==> src/rtl/mem_bus_pkg.sv <==
`default_nettype none
// ============================================================================
//  Module   : mem_bus_pkg
//  Purpose  : Shared definitions for the CPU memory bus: command encodings
//             (also used by the CPU), I/O register addresses and the
//             read-source select type used by the read pipeline.
//  Revision : 1.0  initial release
// ============================================================================
package mem_bus_pkg;

  // CPU memory-port command encodings; 2'b11 is illegal.
  localparam logic [1:0] MEM_NONE  = 2'b00;
  localparam logic [1:0] MEM_READ  = 2'b01;
  localparam logic [1:0] MEM_WRITE = 2'b10;

  // I/O register word addresses (I/O space is mem_addr[8] == 1).
  localparam logic [8:0] ADDR_LED   = 9'h100;
  localparam logic [8:0] ADDR_SW    = 9'h140;
  localparam logic [8:0] ADDR_TIMER = 9'h180;

  // Source of the data returned one cycle after a READ.
  typedef enum logic {
    RD_RAM = 1'b0,
    RD_IO  = 1'b1
  } rd_sel_e;

endpackage
`default_nettype wire

==> src/rtl/sync2.sv <==
`default_nettype none
// ============================================================================
//  Module   : sync2
//  Purpose  : Parameterized-width two-flop synchronizer for slow, quasi-static
//             asynchronous inputs such as board switches. Bits are synchronized
//             independently; no multi-bit coherence is implied.
//  Ports    : clk   - system clock, rising edge
//             reset - synchronous active-high reset, clears both stages
//             d     - asynchronous input
//             q     - synchronized output (2 edges of latency)
//  Revision : 1.0  initial release
// ============================================================================
module sync2 #(
  parameter int WIDTH = 1
) (
  input  logic             clk,
  input  logic             reset,
  input  logic [WIDTH-1:0] d,
  output logic [WIDTH-1:0] q
);

  logic [WIDTH-1:0] r_meta;
  logic [WIDTH-1:0] r_sync;

  always_ff @(posedge clk) begin
    if (reset) begin
      r_meta <= '0;
      r_sync <= '0;
    end else begin
      r_meta <= d;
      r_sync <= r_meta;
    end
  end

  assign q = r_sync;

endmodule
`default_nettype wire

==> src/rtl/mmio_bus_ctrl.sv <==
`default_nettype none
// ============================================================================
//  Module   : mmio_bus_ctrl
//  Purpose  : Memory-bus fabric between the CPU memory port and a 256-word
//             synchronous RAM plus board I/O (LED register, switch port,
//             free-running cycle timer). Every read returns data exactly one
//             cycle after the READ command, from RAM or I/O alike.
//  Ports    : clk, reset           - clock / synchronous active-high reset
//             mem_cmd, mem_addr,
//             mem_wdata            - CPU command, word address, write data
//             mem_rdata            - read data, valid the cycle after a READ
//             ram_raddr/ram_waddr,
//             ram_we, ram_wdata    - combinational RAM control
//             ram_dout             - RAM registered read data
//             sw                   - raw asynchronous board switches
//             ledr                 - LED register
//             bus_err              - sticky error flag, cleared by reset only
//  Revision : 1.0  initial release
// ============================================================================
module mmio_bus_ctrl
  import mem_bus_pkg::*;
#(
  parameter int DATA_W  = 16,
  parameter int RAM_AW  = 8,
  parameter int TIMER_W = 16
) (
  input  logic              clk,
  input  logic              reset,
  input  logic [1:0]        mem_cmd,
  input  logic [8:0]        mem_addr,
  input  logic [DATA_W-1:0] mem_wdata,
  output logic [DATA_W-1:0] mem_rdata,
  output logic [RAM_AW-1:0] ram_raddr,
  output logic [RAM_AW-1:0] ram_waddr,
  output logic              ram_we,
  output logic [DATA_W-1:0] ram_wdata,
  input  logic [DATA_W-1:0] ram_dout,
  input  logic [9:0]        sw,
  output logic [7:0]        ledr,
  output logic              bus_err
);

  logic [9:0]         w_sw_sync;
  logic               w_is_ram;
  logic               w_rd;
  logic               w_wr;
  logic               w_illegal;
  logic               w_unmapped;
  logic               w_err;
  logic [DATA_W-1:0]  w_io_rdata;
  logic [1:0]         w_unused_sw_hi;

  rd_sel_e            r_rd_sel;
  logic [DATA_W-1:0]  r_io_rdata;
  logic [7:0]         r_ledr;
  logic [TIMER_W-1:0] r_timer;
  logic               r_bus_err;

  sync2 #(.WIDTH(10)) u_sw_sync (
    .clk   (clk),
    .reset (reset),
    .d     (sw),
    .q     (w_sw_sync)
  );

  // Only the low byte of the switches is readable.
  assign w_unused_sw_hi = w_sw_sync[9:8];

  // RAM is a straight pass-through; the write enable is combinational, so a
  // RAM write still lands in a cycle where reset is asserted.
  assign w_is_ram  = (mem_addr[8] == 1'b0);
  assign ram_raddr = mem_addr[RAM_AW-1:0];
  assign ram_waddr = mem_addr[RAM_AW-1:0];
  assign ram_wdata = mem_wdata;
  assign ram_we    = w_wr && w_is_ram;

  always_comb begin
    w_rd      = 1'b0;
    w_wr      = 1'b0;
    w_illegal = 1'b0;
    case (mem_cmd)
      MEM_NONE:  ;
      MEM_READ:  w_rd = 1'b1;
      MEM_WRITE: w_wr = 1'b1;
      default:   w_illegal = 1'b1;
    endcase
  end

  // I/O read mux, sampled with pre-edge register values.
  always_comb begin
    w_io_rdata = '0;
    w_unmapped = 1'b0;
    case (mem_addr)
      ADDR_LED:   w_io_rdata = DATA_W'(r_ledr);
      ADDR_SW:    w_io_rdata = DATA_W'(w_sw_sync[7:0]);
      ADDR_TIMER: w_io_rdata = DATA_W'(r_timer);
      default:    w_unmapped = !w_is_ram;
    endcase
  end

  assign w_err = w_illegal
              || (w_wr && (mem_addr == ADDR_SW))
              || ((w_rd || w_wr) && w_unmapped);

  always_ff @(posedge clk) begin
    if (reset) begin
      r_rd_sel   <= RD_IO;
      r_io_rdata <= '0;
      r_ledr     <= '0;
      r_timer    <= '0;
      r_bus_err  <= 1'b0;
    end else begin
      if (w_rd) begin
        r_rd_sel <= w_is_ram ? RD_RAM : RD_IO;
        if (!w_is_ram) begin
          r_io_rdata <= w_io_rdata;
        end
      end

      if (w_wr && (mem_addr == ADDR_LED)) begin
        r_ledr <= mem_wdata[7:0];
      end

      // A timer write wins over the free-running increment.
      if (w_wr && (mem_addr == ADDR_TIMER)) begin
        r_timer <= '0;
      end else begin
        r_timer <= r_timer + 1'b1;
      end

      if (w_err) begin
        r_bus_err <= 1'b1;
      end
    end
  end

  assign mem_rdata = (r_rd_sel == RD_RAM) ? ram_dout : r_io_rdata;
  assign ledr      = r_ledr;
  assign bus_err   = r_bus_err;

endmodule
`default_nettype wire

==> config.mk <==
export PLATFORM = sky130hd
export DESIGN_NAME = mmio_bus_ctrl
export DESIGN_NICKNAME = d
export VERILOG_FILES = /design/src/rtl/mem_bus_pkg.sv /design/src/rtl/sync2.sv /design/src/rtl/mmio_bus_ctrl.sv
export SDC_FILE = /design/constraint.sdc
export NUM_CORES = 1
export LEC_CHECK = 0
export ABC_AREA = 1
export ABC_CLOCK_PERIOD_IN_PS = 3300
export BUFFER_PORTS_ARGS = -buffer_cell sky130_fd_sc_hd__clkbuf_2
export CAP_MARGIN = 20
export CORE_UTILIZATION = 50
export DETAILED_ROUTE_END_ITERATION = 6
export PLACE_DENSITY = 0.89
export REMOVE_ABC_BUFFERS = 1
export SYNTH_ARGS = -nofsm -noshare
export SYNTH_HDL_FRONTEND = slang
export SYNTH_SLANG_ARGS = --single-unit
==> constraint.sdc <==
create_clock -name clk -period 3.3 [get_ports clk]
set_input_delay 0.66 -clock clk [delete_from_list [all_inputs] [get_ports clk]]
set_output_delay 0.66 -clock clk [all_outputs]
set_load 0.02 [all_outputs]
-- Yosys cells after proc, flatten, opt, wreduce, memory -nomap -nowiden
Index checks and enable logic that the tools add are counted.
- bits in registers: 58
- logic and storage cells: 34
- add/sub/neg operators: 1
- equality and inequality tests: 5
- mux-type cells: 7
- bitwise logic cells: 1
- reduce and logical (&&, ||, !) cells: 13
- operator list (operator ; count):
    case mux 16 bit (3 select lines) ; 1
    == test 9 bit (second input constant) ; 3
    adder 16 x 1 -> 16 bit (second input constant) ; 1
    two-way mux 16 bit ; 1
    OR reduction 3 bit ; 2
    logical AND 1 bit ; 5
    two-way mux 1 bit ; 5
    logical OR 1 bit ; 3
    == test 2 x 1 -> 1 bit (second input constant) ; 1
    == test 2 bit (second input constant) ; 1
    logical NOT 2 bit ; 1
    AND reduction 2 bit ; 1
    OR reduction 2 bit ; 1
    inverter 1 bit ; 1

-- Depth between registers and ports, before layout
- word-level depth: 5
- gate-level depth with buffers: 8
- gate-level depth less buffers: 8

-- Modules after synthesis
From an unflattened synthesis, not the netlist that was laid out.
- cell total of the unflattened synthesis: 426
- area total of the unflattened synthesis: 3021.6 um^2
- modules (own cells, without submodules) (module ; times used ; cells an instance ; area an instance (um^2) ; sequential area each (um^2)):
    mmio_bus_ctrl ; 1 ; 364 ; 2448.6 ; 840.8
    sync2 ; 1 ; 62 ; 573.0 ; 400.4

-- Worst setup path after synthesis
OpenSTA, ideal clock, no wires.
- kind: reg2out
- from: register r_rd_sel
- to: output mem_rdata[12]
- data arrival time: 1.366 ns
- setup slack: 1.274 ns
- stages on the path, launching flop included: 5
- path through: dfxtp_1 -> clkbuf_1 -> inv_1 -> clkbuf_1 -> o21ai_0
- cells in the longest elaborated chain, start to end: 1
- RTL lines (what ; line ; text):
    from (decl) ; mmio_bus_ctrl.sv:53 ; rd_sel_e r_rd_sel;
    from (signal assigned) ; mmio_bus_ctrl.sv:114 ; r_rd_sel <= w_is_ram ? RD_RAM : RD_IO;
    two-way mux 16 bit ; mmio_bus_ctrl.sv:137 ; assign mem_rdata = (r_rd_sel == RD_RAM) ? ram_dout : r_io_rdata;
    to (decl) ; mmio_bus_ctrl.sv:32 ; output logic [DATA_W-1:0] mem_rdata,
Every way passes these cells.

-- Worst setup path in the final report
- from: register r_rd_sel
- to: output mem_rdata[10]
Same word-level chain as after synthesis.

==> flow_summary.yaml <==
timing:
  rsz0062_at_grt: "false"
  drv_slew: 0
  fmax_mhz: 439.7
  finalSetupTns_ps: 0
  finalClockSkew_ps: 9.853
  fin_crit_sh_pct: 68.93
  setup_viol: 0
  worst_slew_pin_slew_ps: 607.7
  hold_viol: 0
  min_period_ps: 2275
  slew_headroom_pct: 59.44
yosys:
  synth_area_mm2: 0.002929
  synth.distinct_cells: 26
  synth_top_family_by_area: "simple AND/OR/NAND/NOR gates"
  yosysSeqAreaShare_pct: 39.64
  yosysWarnings: 0
  synth_xor_area_share_pct: 0.8971
  synth_fa_ha_area_share_pct: 1.709
  postSynthCellCount: 429
  avgSynthCellArea_um2: 6.828
  ys_seq_elements: 58
  synth_compound_area_share_pct: 7.475
  yosys.area_share.simple_pct: 31.57
  synth.area.mux_share_pct: 0
route:
  drc_errors: 0
  vias: 2724
  routed_wl_um: 6122
  final_antenna_net_count: 0
  drtIter0Drc: 145
  wire_per_inst_um: 10.72
  routed_via_density: 4.771
  drt-pass1-iter-count: 6
die:
  fp.dieH_um: 78.54
  row_count: 27
  dieArea_mm2: 0.006169
  io_pins: 113
  coreArea_mm2: 0.005574
  die_w_um: 78.54
  start_util_pct: 52.55
cts:
  cts_resized: 0
  cts_hold_buf: 0
  cts_max_path_buffers: 2
  cts_inserted_buffers: 9
  cts_root_buf: "clkbuf_8"
  cts_tree: "yes"
  cts_setup_buffers: 0
  insertion_delay_ps: 330
  cts.clk_slew.worst_paths_ps: 70
  htreeDepth: 3
  clock-sinks: 58
critical_path:
  required_ps: 2640
  worst_ep_arrival_time_ps: 1610
  path_cells: "inv_1, o21ai_0, clkbuf_2"
  cp-start-kind: "flop"
  end_kind: "primary output"
  worst-path-max-fanout: 25
  cpMaxStageDelayCell: "dfxtp_1"
  cp_top_family: "buffers and inverters"
  cpPeakStageDelay_ps: 460
  crit_type: "flop to primary output"
  cp_num_buf_inv: 2
grt:
  grt_pass1_vias: 2336
  grt_pass1_wl_um: 9811
  top_usage_layer: "met2"
  grt_antenna_before_repair: 0
  use_met2_pct: 33.13
  track_usage_pct: 20.37
  grt_overflow: 0
  grt_start_max_net_pins: 26
  met3_usage_pct: 7.558
  met1_usage_pct: 22.58
hold_path:
  hp-class: "flop to flop"
finish:
  area_growth_pct: 15.63
  antenna_cells: 0
  drive_gt1_share_pct: 24.85
  nNetsFinal: 553
  multiInputGateArea_mm2: 0.001220
  fillers: 504
  ff_latch_area_mm2: 0.001161
power_and_ir_drop:
  ir_drop_uv: 246.6
  powerDensity_mw_per_mm2: 430.3
  total_power_uw: 1457
  p_leak_uw: 0.001646
flow_run:
  maxCapViolations: 0
place:
  globalplace.congestion: 0.8566
  portBuffers: 94
  dp_hpwl_um: 4652
outcome:
  outcome: "finished clean"
## cells in the mapped netlist (all sizes together)
master | n | area share (%)
nand3b | 2 | 0.51
clkbuf | 3 | 0.38
nor3 | 4 | 0.68
o211ai | 1 | 0.26
inv | 71 | 9.1
nand4 | 7 | 1.5
o21ai | 29 | 5.3
a21oi | 11 | 1.9
xor2 | 3 | 0.90
dfxtp | 58 | 40
nand3 | 39 | 6.8
buf | 37 | 9.2
ha | 4 | 1.7
nand2 | 105 | 14
or2 | 1 | 0.21
nor2 | 54 | 8.2
## tightest hold or removal path: stages (launching register included)
cell     delay, ps
dfxtp_1        300
inv_1           40
nor2_1          30
## state kept, by name (all words and copies together), names as in the netlist
register          flops
u_sw_sync.q           8
r_rd_sel              1
bus_err               1
ledr                  8
u_sw_sync.r_meta      8
r_io_rdata           16
r_timer              16
## stage by stage
step | worst slack [ps] | cell area [µm²] | utilization [%] | hold WS (ps) | instances
2_1_floorplan | 1382 | 2648 | - | 388.3 | 389
3_3_place_gp | 1247 | 3208 | 57.55 | 392.4 | 555
3_5_place_dp | 1175 | 3208 | 57.55 | 392.3 | 555
4_1_cts | 1002 | 3387 | 60.76 | 401.4 | 571
5_1_grt | 816.0 | 3387 | 60.76 | 413.9 | 571
6_report | 1025 | 3387 | 60.76 | 400.4 | 571
## cells in the final DEF (no fill, tap or decap), types with 3 or more instances in the layout
master / n
nor2_1: 47
ha_1: 4
nor3_1: 4
clkbuf_2: 94
nand2_1: 103
nand3_1: 38
a21oi_1: 11
clkbuf_8: 10
nor2_4: 4
xor2_1: 3
clkinvlp_4: 3
inv_1: 69
o21ai_0: 26
nand4_1: 7
dfxtp_1: 58
nor2_2: 3
## per-layer routing
metal  part of all wire [%]  routed length [µm]
met3                    7.9                 481
met1                     43                2615
met5                      0                   0
met4                    2.2                 136
met2                     47                2889
## logic make-up after synthesis
kind of cell / after synthesis
and+or+nand+nor: 212
AOI/OAI and AO/OA: 41
adders and majority gates: 4
buffers and inverters: 111
DFF: 58
xor gates and xnor gates: 3
## area by class of cell
cell class,instances,share of cell area [%]
Clock inverter,6,1.219
Tap cell,72,2.660
Inverter,71,7.868
Sequential cell,58,34.28
Multi-Input combinational cell,260,36.02
Clock buffer,10,4.064
Timing Repair Buffer,94,13.89
## report_power, final
group | internal (µW) | switching (µW)
Sequential | 714 | 7.29
Combinational | 52.4 | 99.2
Clock | 292 | 293
## path summary, 6_finish.rpt
kind                                  start                         to  slack (ps)  depth (start not counted)
min reg2reg  u_sw_sync.r_meta[5]$_SDFF_PP0_  u_sw_sync.q[5]$_SDFF_PP0_         400                          2
max                   r_rd_sel$_SDFFE_PP1N_              mem_rdata[10]        1030                          3
max reg2reg           r_timer[2]$_SDFF_PP0_     r_timer[15]$_SDFF_PP0_        1850                          7
min          u_sw_sync.r_meta[5]$_SDFF_PP0_  u_sw_sync.q[5]$_SDFF_PP0_         400                          2
Note: power is estimated with default switching activity, not from simulation.
